--- config.mk ---
export PLATFORM = sky130hd
export DESIGN_NAME = linefillbuffer
export DESIGN_NICKNAME = d
export VERILOG_FILES = /design/src/rtl/linefillbuffer_pkg.sv /design/src/rtl/linefillbeatctr.sv /design/src/rtl/linefillbuffer.sv
export SDC_FILE = /design/constraint.sdc
export NUM_CORES = 1
export LEC_CHECK = 0
export BUFFER_PORTS_ARGS = -buffer_cell sky130_fd_sc_hd__buf_2
export CAP_MARGIN = 20
export CORE_AREA = 3 3 232 234
export CTS_CLUSTER_DIAMETER = 200
export DETAILED_ROUTE_END_ITERATION = 16
export DIE_AREA = 0 0 235 237
export SYNTH_ARGS = -nofsm -noshare
export SYNTH_HDL_FRONTEND = slang
export SYNTH_SLANG_ARGS = --single-unit
--- constraint.sdc ---
create_clock -name clk -period 4.9 [get_ports clk]
set_clock_uncertainty 0.1 [all_clocks]
set_input_delay 0.98 -clock clk [delete_from_list [all_inputs] [get_ports clk]]
set_output_delay 0.98 -clock clk [all_outputs]
set_load 0.005 [all_outputs]
--- src/rtl/linefillbuffer_pkg.sv ---
// Shared cache-fill definitions: FSM state encoding and the line/beat geometry
// helpers that the bus interface and the cache data path must agree on.
package linefillbuffer_pkg;

  typedef enum logic [1:0] {
    IDLE = 2'd0,
    FILL = 2'd1,
    DONE = 2'd2
  } lfb_state_e;

  localparam int LINELEN_DFLT = 512;
  localparam int AHBW_DFLT    = 64;

  function automatic int beats_per_line(input int linelen, input int ahbw);
    return linelen / ahbw;
  endfunction

  function automatic int beat_w(input int linelen, input int ahbw);
    return $clog2(linelen / ahbw);
  endfunction

  localparam int BEATSPERLINE = beats_per_line(LINELEN_DFLT, AHBW_DFLT);
  localparam int BEATW        = beat_w(LINELEN_DFLT, AHBW_DFLT);

endpackage

--- src/rtl/linefillbeatctr.sv ---
// Beat bookkeeping for a line fill: a loadable write pointer that wraps
// modulo the line, plus a beat count with a last-beat flag.
module linefillbeatctr #(
  parameter  int BEATSPERLINE = 8,
  localparam int BEATW        = $clog2(BEATSPERLINE)
) (
  input  logic             clk,
  input  logic             reset,
  input  logic             load,
  input  logic [BEATW-1:0] loadptr,
  input  logic             inc,
  output logic [BEATW-1:0] ptr,
  output logic [BEATW:0]   cnt,
  output logic             lastbeat
);

  localparam logic [BEATW:0] LASTCNT = (BEATW+1)'(BEATSPERLINE - 1);

  // NOTE: sequential state is always updated with <= so every flop samples
  // pre-edge values; blocking = here would create order-dependent races.
  always_ff @(posedge clk or negedge reset) begin
    if (!reset) begin
      ptr <= '0;
      cnt <= '0;
    end else if (load) begin
      ptr <= loadptr;
      cnt <= '0;
    end else if (inc) begin
      // Power-of-two line length, so natural overflow is the wrap-around.
      ptr <= ptr + BEATW'(1);
      cnt <= cnt + (BEATW+1)'(1);
    end
  end

  assign lastbeat = (cnt == LASTCNT);

endmodule

--- src/rtl/linefillbuffer.sv ---
// Line fill buffer: collects a critical-word-first burst of bus beats into a
// full cache line and flags critical-beat and whole-line availability.
module linefillbuffer
  import linefillbuffer_pkg::*;
#(
  parameter  int LINELEN      = LINELEN_DFLT,
  parameter  int AHBW         = AHBW_DFLT,
  localparam int BEATSPERLINE = beats_per_line(LINELEN, AHBW),
  localparam int BEATW        = beat_w(LINELEN, AHBW)
) (
  input  logic                    clk,
  input  logic                    reset,
  input  logic                    Start,
  input  logic [BEATW-1:0]        StartBeat,
  input  logic                    BeatValid,
  input  logic [AHBW-1:0]         BeatData,
  input  logic                    Abort,
  input  logic                    Consume,
  output logic [LINELEN-1:0]      ReadDataLine,
  output logic [BEATSPERLINE-1:0] BeatMask,
  output logic                    CritBeatValid,
  output logic                    LineValid,
  output logic                    Busy,
  output logic                    Overrun
);

  lfb_state_e       state, nextstate;
  logic             load;
  logic             write;
  logic [BEATW-1:0] wrptr;
  logic [BEATW:0]   beatcnt;
  logic             lastbeat;

  linefillbeatctr #(.BEATSPERLINE(BEATSPERLINE)) u_beatctr (
    .clk      (clk),
    .reset    (reset),
    .load     (load),
    .loadptr  (StartBeat),
    .inc      (write),
    .ptr      (wrptr),
    .cnt      (beatcnt),
    .lastbeat (lastbeat)
  );

  always_ff @(posedge clk or negedge reset) begin
    if (!reset) state <= IDLE;
    else        state <= nextstate;
  end

  // NOTE: every output of this block gets a default first, so no path can
  // leave a signal unassigned and infer a latch.
  always_comb begin
    nextstate = state;
    load      = 1'b0;
    write     = 1'b0;
    if (Abort) begin
      nextstate = IDLE;
    end else begin
      unique case (state)
        IDLE: begin
          if (Start) begin
            load      = 1'b1;
            nextstate = FILL;
          end
        end
        FILL: begin
          if (BeatValid) begin
            write = 1'b1;
            if (lastbeat) nextstate = DONE;
          end
        end
        DONE: begin
          if (Consume) begin
            if (Start) begin
              load      = 1'b1;
              nextstate = FILL;
            end else begin
              nextstate = IDLE;
            end
          end
        end
        default: nextstate = IDLE;
      endcase
    end
  end

  always_ff @(posedge clk or negedge reset) begin
    if (!reset) begin
      BeatMask      <= '0;
      CritBeatValid <= 1'b0;
      Overrun       <= 1'b0;
    end else begin
      if (Abort || load)  BeatMask        <= '0;
      else if (write)     BeatMask[wrptr] <= 1'b1;
      // Write is already suppressed by Abort, which cancels a pending pulse.
      CritBeatValid <= write && (beatcnt == '0);
      Overrun       <= BeatValid && (state != FILL);
    end
  end

  // NOTE: the line storage is reset because the line must read as zero out
  // of reset; it is otherwise never cleared, so stale beats stay visible.
  for (genvar k = 0; k < BEATSPERLINE; k++) begin : g_slot
    logic [AHBW-1:0] slot;
    always_ff @(posedge clk or negedge reset) begin
      if (!reset)                            slot <= '0;
      else if (write && wrptr == BEATW'(k))  slot <= BeatData;
    end
    assign ReadDataLine[k*AHBW +: AHBW] = slot;
  end

  assign Busy      = (state == FILL);
  assign LineValid = (state == DONE);

endmodule

-- Word level (Yosys, flattened, before mapping)
Index checks and enable logic that the tools add are counted.
- add/subtract/negate cells: 2
- multipliers: 0
- div/mod/pow operators: 0
- $lt $le $gt $ge: 2
- equal/unequal tests: 15
- shift operators: 0
- muxes and demuxes: 22
- bitwise logic cells: 1
- reduce and logical (&&, ||, !) cells: 18
- operators with widths (kind ; number):
    $mux 8 ; 2
    $eq 3x3->1 const B ; 4
    $logic_and 1x1->1 ; 11
    $mux 2 ; 5
    $ne 3x3->1 const B ; 3
    $mux 1 ; 8
    $mux 4 ; 2
    $or 8x8->8 ; 1
    $eq 3x2->1 const B ; 2
    $mux 3 ; 2
    $pmux 2 s3 ; 1
    $add 4x1->4 const B ; 1
    $eq 4x3->1 const B ; 1
    $logic_not 4->1 ; 1
    $lt 3x4->1 const B ; 1
    $reduce_and 4->1 ; 1
    $reduce_bool 2->1 ; 2
    $add 3x1->3 const B ; 1
    $demux 1 s3 ; 1
    $eq 3x1->1 const B ; 1
    $ge 3x1->1 const B ; 1
    $logic_not 3->1 ; 1
    $ne 3x2->1 const B ; 1
    $eq 2x1->1 const B ; 1
    5 further kinds ; 5
- bits in registers: 531
- bits in latches: 0
- bits in writable memories: 0
- bits in read-only memories: 0
- bits of input ports: 73
- output and inout port bits: 524
- logic and storage cells: 74
- memories: 0

-- Depth between registers and ports, before layout
Gate-level depths: netlist of the first run.
- depth in word-level cells: 7
- mapped depth: 6
- mapped depth without buffers: 5

-- Modules after synthesis
A second synthesis of the first run with hierarchy kept.
- cells, all modules: 1166
- area, all modules: 20021.7 µm²
- by module, submodules not included (module ; times used ; cells each ; area each (µm²) ; sequential area each (µm²)):
    linefillbuffer ; 1 ; 1132 ; 19636.3 ; 13112.6
    linefillbeatctr ; 1 ; 34 ; 385.4 ; 175.2

-- Worst setup path before layout of the first run
OpenSTA, ideal clock, no wires.
- kind: input-to-reg
- from: in Abort
- to: reg g_slot[2].slot[10]
- setup time: 125 ps
- data arrival time: 2410 ps
- required time: 4675 ps
- setup slack: 2265 ps
- stages: 5
- path buffers: 2
- path through: clkbuf_1 or4b_4 nor2_8 buf_6 mux2_2
- longest elaborated chain between the ends: 2
- ends and longest elaborated chain (what ; line ; RTL):
    start, declared ; linefillbuffer.sv:17 ; input logic Abort,
    $mux 1 ; linefillbuffer.sv:56 ; if (Abort) begin
    $logic_and 1x1->1 ; linefillbuffer.sv:107 ; else if (write && wrptr == BEATW'(k)) slot <= BeatData;
    end signal, assigned ; linefillbuffer.sv:107 ;
    end, declared ; linefillbuffer.sv:104 ; logic [AHBW-1:0] slot;
No other way between the ends.
A chain may end at the register's enable or synchronous reset.

-- Worst setup path in the final report of the first run
- from: in Abort
- to: reg g_slot[7].slot[53]
- longest elaborated chain between the ends: 2
- ends and longest elaborated chain (what ; line):
    $mux 1 ; linefillbuffer.sv:56
    $logic_and 1x1->1 ; linefillbuffer.sv:107
    end signal, assigned ; linefillbuffer.sv:107
    end, declared ; linefillbuffer.sv:104
No other way between the ends.

==> metrics.md, run 1 <==
| Metric | Value |
|---|---|
| Status | `finished, final reports clean` |
| Clock Path Buffers | `3` |
| CTS Buf Count | `56` |
| RSZ-0062 raised after global routing | `no` |
| Max Slew Vio Count | `0` |
| Gr ovfl total | `0` |
| Largest area contributor in the netlist | `dfrtp_1` |
| Total Wirelength | `58,000 um` |
| Unique masters post-synth | `35` |
| Final worst-path cycle share | `53.9%` |
| Max layer used | `met5` |
| Synthesis-to-finish area growth | `28.5%` |
| Non-filler cells in the finished layout | `2,538` |
| Mean Syn Cell Area | `17.0 um2` |
| Post-detail-place hpwl | `between 30,000 and 40,000 um` |
| Top FF cell, synth | `dfrtp_1` |
| Synth top area cells | `dfrtp_1, mux2_2, buf_6` |
| Filler instances | `about 4,600` |
| Nets | `1,886` |
| DRC | `0` |
| Worst Setup Start Kind | `primary input` |
| Clock sinks | `between 500 and 600` |
| CP Class | `primary input to flop` |
| Slew headroom | `33.4%` |
| Worst ir drop on vdd | `0.336 mV` |
| Worst setup EP type | `flop` |
| Layout cells sized above 1 | `between 60% and 70%` |
| Cells after Synth | `1,179` |
| Max-cap violations | `0` |
| Setup TNS | `0 ns` |
| Met2 routed WL | `29,300 um` |
| PortBufs | `596` |
| Initial drt markers | `514` |
| CP max stage cell | `nor4bb_4` |
| Static Leakage | `~0.014 uW` |
| Post-CTS setup buffers | `0` |
| Seq/Total Area, Yosys | `about 66%` |
| Post-synth ARST share | `100%` |
| GRT Total Usage | `20.3%` |
| Top Ports | `~600` |
| Routability cong. | `~0.78` |
| Delay-heaviest family, CP | `simple AND/OR/NAND/NOR gates` |
| CP Max Fanout | `50` |
| Critical Path AT | `3.02 ns` |
| Final Setup Violations | `0` |
| DR pass1 iterations | `4` |
| WP data required | `5.28 ns` |
| Hold Crit Class | `flop to flop` |
| Most frequent cell after synthesis | `dfrtp_1` |
| Slew @ Worst Pin | `1.00 ns` |
| Clock slew at reported path FFs | `~0.060 ns` |
| Routed WL per cell | `roughly 23 um` |
| Post-CTS Resized | `0` |
| Root Buffer | `clkbuf_16` |
| TritonCTS clock tree | `yes` |
| F_max | `about 0.38 GHz` |
| M1 WL | `23,600 um` |
| Number of core rows | `84` |
| H-tree Lvls | `2` |
| R2R setup slack | `~2.3 ns` |
| Antenna violations before repair | `3` |
| # placed instances | `2,435` |
| Final hold violation count | `0` |
| Met3 WL post-DR | `around 3400 um` |
| Initial Utilization | `38.3%` |
| Largest net degree at the start of global routing | `122` |
| Number of global-route vias before repair | `13,200` |
| Commonest cells in the netlist | `dfrtp_1, mux2_2, buf_2` |
| Clock latency on the worst-skew pair | `approximately 0.58 ns` |
| First-pass GRT wire length | `86,500 um` |
| CP Buf/Inv Count | `3` |
| Max incr delay on CP | `0.69 ns` |
| Post-Syn Nets | `about 1,300` |
| DR vias | `12,500` |
| Critical path cell sequence | `buf_2, nor4bb_4, buf_4, nand2_4, buf_12, mux2_2` |
| Number of synthesized flops with an enable pin | `0` |
| Synthesis Warnings | `0` |
| Post-CTS Hold Buffers | `0` |
| Core Footprint | `52,200 um2` |
| Power per cell area | `576 nW/um2` |
| Tmin final | `2.64 ns` |
| Die ar. | `55,700 um2` |
| Routed Antenna Nets | `0` |
| Mapped Area | `~20,000 um2` |
| Vias per cell | `4.91` |
| Die Width | `235 um` |
| Die Ht | `237 um` |
| Top-area cell type share of the netlist area | `66.4%` |
| #FFs+latches synth | `around 530` |
-- placed cells by master, fill, tap and decap left out, types with 2 or more instances in the layout --
cell       netlist  layout
a31oi_1          6       6
ha_1             8       8
nor2_4           0       2
mux2_2         509     509
clkbuf_1         3      18
dfrtp_1        531     531
a41oi_1          2       2
a2bb2oi_1        2       2
mux2_1           4       4
nand2_4          0       2
nand2b_1         3       3
buf_2           25     595
nor2b_1          4       4
o21ai_0          2       2
nand4bb_1        2       2
diode_2          0       2
clkbuf_16        0      58
o221a_2          2       2
clkbuf_8         0      10
nand2_1          7       7
nand3_4          0       2
nor2_8           2       2
bufinv_16        0       5
a21oi_1          4       4
buf_4           13      17
or3_1            3       3
nor2_1          11      11
clkinv_2         0       7
inv_1            8       8
buf_12           0       8
-- final cells by class --
class / count / area, um2 / area share (%)
antenna: 2 / 5.00 / 0.0195
inverter: 8 / 30.0 / 0.117
multi-input combinational: 587 / 6370 / 24.8
timing repair buffer: 621 / 3280 / 12.8
clock inverter: 15 / 218 / 0.847
clock buffer: 86 / 1660 / 6.44
tap: 688 / 861 / 3.35
sequential: 531 / 13300 / 51.7
-- cell families (layout without fill, tap and decap cells) --
group / Yosys count / after routing / share of synthesized area (%)
AOI/OAI and AO/OA: 20 / 20 / 0.700
buffers and inverters: 61 / 730 / 1.99
muxes: 514 / 514 / 28.9
DFF: 531 / 531 / 66.4
adders and majority gates: 8 / 8 / 0.500
and+or+nand+nor: 45 / 45 / 1.48
other: 0 / 2 / 0
-- metal layers --
layer	vias to the layer above	global-route usage (%)
li1	5453	-
met1	6522	25.2
met5	-	0
met3	106	5.10
met2	371	34.9
met4	2	6.46
-- power by group --
part / total [uW] / internal [uW] / switching [uW] / leakage (uW)
clock network: 4290 / 2580 / 1710 / 0.000918
logic: 3840 / 2150 / 1690 / 0.00590
registers: 6690 / 5920 / 774 / 0.00698
total: 14800 / 10700 / 4170 / 0.0138
-- registers in the layout, indices dropped and copies added, names as in the netlist --
name	cells
Overrun	1
u_beatctr.cnt	4
state	2
BeatMask	8
g_slot.slot	512
CritBeatValid	1
u_beatctr.ptr	3
-- final timing paths --
| kind | cells after the start | to | from |
|---|---|---|---|
| min | 1 | g_slot[0].slot[20]$_DFFE_PN0P_ | g_slot[0].slot[20]$_DFFE_PN0P_ |
| min reg2reg | 1 | g_slot[0].slot[20]$_DFFE_PN0P_ | g_slot[0].slot[20]$_DFFE_PN0P_ |
| max in group asynchronous | 3 | g_slot[1].slot[60]$_DFFE_PN0P_ | reset |
| max reg2reg | 4 | g_slot[2].slot[5]$_DFFE_PN0P_ | u_beatctr.ptr[2]$_DFFE_PN0P_ |
| min in group asynchronous | 1 | g_slot[6].slot[58]$_DFFE_PN0P_ | reset |
| max | 6 | g_slot[7].slot[53]$_DFFE_PN0P_ | Abort |
-- per-stage QoR --
stage          instance area (um2)  util (%)  setup WS (ns)  hold WS [ns]  power [uW]
5_1_grt                      25700      49.2           2.18         0.395       15600
6_report                     25700      49.2           2.26         0.381       14800
3_5_place_dp                 23800      45.6           1.66         0.371       10700
2_1_floorplan                20000         -           2.27         0.335        8260
3_3_place_gp                 23800      45.6           1.71         0.368       10600
4_1_cts                      25700      49.2           2.25         0.384       15000
No activity file was read; power rests on OpenSTA's default activity.
==> run 2, diff against run 1 <==
Clock period 4.9 ns to 2.6 ns, I/O delays scaled along.
==> run 2 against run 1 <==
Combinational power rose by 90%; first-iteration DRC count increased by 1.2%; setup slack lost 1.9 ns; register-to-register slack worse by 2.0 ns; die area unchanged; critical path depth stayed put; flip-flop and latch count unchanged; critical endpoint is now g_slot[4].slot[27]$_DFFE_PN0P_; clock-buffer cell count increased by 1; total power increased by 88%; design area is 1.1% higher; non-clock buffer count increased by 15.
==> metrics.md, run 2 (same netlist as run 1, synthesis figures left out) <==
| Metric | Value |
|---|---|
| Largest net degree at the start of global routing | `75 (-39%)` |
| First-pass GRT wire length | `87,300 um (+0.97%)` |
| Vias per cell | `4.93 (+0.39%)` |
| Setup TNS | `0 ns (unchanged)` |
| GRT Total Usage | `20.4% (+0.097 points)` |
| DR vias | `12,600 (+0.98%)` |
| Critical Path Source | `u_beatctr.ptr[0]$_DFFE_PN0P_` |
| TritonCTS clock tree | `yes` |
| Critical Path AT | `2.65 ns (-0.37 ns)` |
| DR pass1 iterations | `4 (unchanged)` |
| PortBufs | `596 (unchanged)` |
| Post-Place Worst Slack | `0.218 ns (-1.44 ns)` |
| Top reg by flops | `g_slot.slot` |
| Core Footprint | `52,200 um2 (unchanged)` |
| Clock share of power | `28.7% (-0.2 points)` |
| R2R Path End | `g_slot[4].slot[27]$_DFFE_PN0P_` |
| Status | `finished, final reports clean` |
| Internal power | `20,000 uW (+88%)` |
| Commonest cells after routing, fill and taps aside | `buf_2, dfrtp_1, mux2_2, clkbuf_16, buf_12` |
| Max-cap violations | `0 (unchanged)` |
| Sw Ratio | `28.2% (+0.12 points)` |
| Power per cell area | `1070 nW/um2 (+86%)` |
| R2R Path Start | `u_beatctr.ptr[0]$_DFFE_PN0P_` |
| Commonest non-fill, non-tap cell in the layout | `buf_2` |
| RSZ-0062 raised after global routing | `no` |
| Root Buffer | `clkbuf_16` |
| Number of global-route vias before repair | `13,300 (+0.87%)` |
| Tmin final | `2.29 ns` |
| Clock latency on the worst-skew pair | `0.59 ns (about the same)` |
| CTS Buf Count | `56 (unchanged)` |
| Max Slew Vio Count | `0 (unchanged)` |
| Final hold violation count | `0 (unchanged)` |
| Top Ports | `597 (unchanged)` |
| Layout cells sized above 1 | `66.5% (+0.18 points)` |
| WHS Path Cells | `2 (+1)` |
| Antenna violations before repair | `2 (-1)` |
| Synthesis-to-finish area growth | `29.9%` |
| Largest regs | `g_slot.slot x512, BeatMask x8, u_beatctr.cnt x4` |
| Gr ovfl total | `0 (unchanged)` |
| Clock slew at reported path FFs | `0.06 ns (about the same)` |
| Delay-heaviest family, CP | `buffers and inverters` |
| Hold Crit Class | `primary input to flop` |
| H-tree Lvls | `2 (unchanged)` |
| Fin worst setup slack | `0.309 ns (-1.95 ns)` |
| Post-CTS setup buffers | `0 (unchanged)` |
| # placed instances | `2,449 (+0.57%)` |
| Fin util | `49.8% (+0.54 points)` |
| Clock sinks | `531 (unchanged)` |
| Initial Utilization | `38.3% (unchanged)` |
| Max incr delay on CP | `0.49 ns (-0.20 ns)` |
| Switching power | `7870 uW (+89%)` |
| Critical path cell sequence | `inv_1, ha_1, nand2_1, nor2_4, buf_4, mux2_2` |
| F_max | `0.437 GHz` |
| Die Ht | `237 um (unchanged)` |
| Worst ir drop on vdd | `0.663 mV (+98%)` |
| R2R setup slack | `0.31 ns (-1.97 ns)` |
| Post-detail-place hpwl | `40,700 um (+2.2%)` |
| DRC | `0 (unchanged)` |
| Routability cong. | `0.779 (-0.52%)` |
| Routed Antenna Nets | `0 (unchanged)` |
| Die Width | `235 um (unchanged)` |
| Crit path depth | `6 (unchanged)` |
| CP max stage cell | `dfrtp_1` |
| Final worst-path cycle share | `88.1%` |
| Non-filler cells in the finished layout | `2,553 (+0.59%)` |
| Clock Path Buffers | `3 (unchanged)` |
| CP Buf/Inv Count | `2 (-1)` |
| Worst Setup Start Kind | `flop` |
| Comb pwr share | `26.1% (+0.2 points)` |
| Final hold slack | `0.0728 ns (-0.308 ns)` |
| Slew headroom | `60.9% (+27 points)` |
| Total Wirelength | `57,900 um (-0.15%)` |
| Slew @ Worst Pin | `0.586 ns (-0.414 ns)` |
| Nets | `1,901 (+0.80%)` |
| Static Leakage | `0.0139 uW (+0.92%)` |
| Register-to-Register Path Depth | `6 (+2)` |
| Final Setup Violations | `0 (unchanged)` |
| Die ar. | `55,700 um2 (unchanged)` |
| Number of core rows | `84 (unchanged)` |
| WP data required | `2.96 ns (-2.32 ns)` |
| Critical Path End | `g_slot[4].slot[27]$_DFFE_PN0P_` |
| Post-CTS Resized | `0 (unchanged)` |
| CP Max Fanout | `18 (-64%)` |
| Sequential group share of total power | `45.2% (about the same)` |
| CP Class | `flop to flop` |
| Worst setup EP type | `flop` |
| Largest register FFs | `512 (unchanged)` |
| Routed WL per cell | `22.7 um (-0.73%)` |
| Initial drt markers | `520 (+1.2%)` |
[run 2: repair_timing]
item / 4_1_cts / 5_1_grt
endpoints found under the setup margin: 0 / 0
endpoints found under the hold margin: 41 / 0
hold buffers: 1 / 0
[run 2: power groups by stage]
stage / clock, uW / sequential [uW] / combinational (uW)
floorplan: 0 / 12900 / 2670
global placement: 0 / 12600 / 7330
detailed placement: 0 / 12700 / 7450
CTS: 8220 / 12600 / 7470
global route: 8570 / 13000 / 7890
finish: 8000 / 12600 / 7280
[run 2: area by class of cell]
class / instances / area (um2)
clock inverters: 15 / 195
repair buffers: 636 / 3580
well taps: 688 / 861
inverters: 8 / 30.0
diodes: 1 / 2.50
flip-flops and latches: 531 / 13300
clock buffers: 87 / 1660
multi-input cells: 587 / 6370
fillers: 4505 / 26200
[run 2: per-layer routing]
layer	GRT usage, %	vias to the layer above	wire [um]
met5	0	-	13
met4	7.03	2	1920
met3	5.35	104	3580
met2	35.2	385	29500
met1	24.8	6605	22900
li1	-	5480	-
[run 2: worst reg2reg max path: stages (launching register included)]
cell,delay [ns]
dfrtp_1,0.49
inv_1,0.23
ha_1,0.19
nand2_1,0.17
nor2_4,0.23
buf_4,0.36
mux2_2,0.40
[run 2: worst min path at each step]
stage / start / slack, ns / to
after global placement: g_slot[0].slot[20]$_DFFE_PN0P_ / 0.37 / g_slot[0].slot[20]$_DFFE_PN0P_
after global routing: StartBeat[2] / 0.04 / u_beatctr.ptr[2]$_DFFE_PN0P_
after detailed placement: g_slot[0].slot[19]$_DFFE_PN0P_ / 0.37 / g_slot[0].slot[19]$_DFFE_PN0P_
after CTS: StartBeat[2] / 0.03 / u_beatctr.ptr[2]$_DFFE_PN0P_
final: StartBeat[2] / 0.07 / u_beatctr.ptr[2]$_DFFE_PN0P_
after floorplan: reset / 0.12 / BeatMask[0]$_DFFE_PN0P_
[run 2: through the flow]
step	total power (uW)	cell area (um2)
floorplan	15600	20000
global placement	19900	24100
detailed placement	20200	24100
CTS	28300	26000
global route	29400	26000
finish	27900	26000
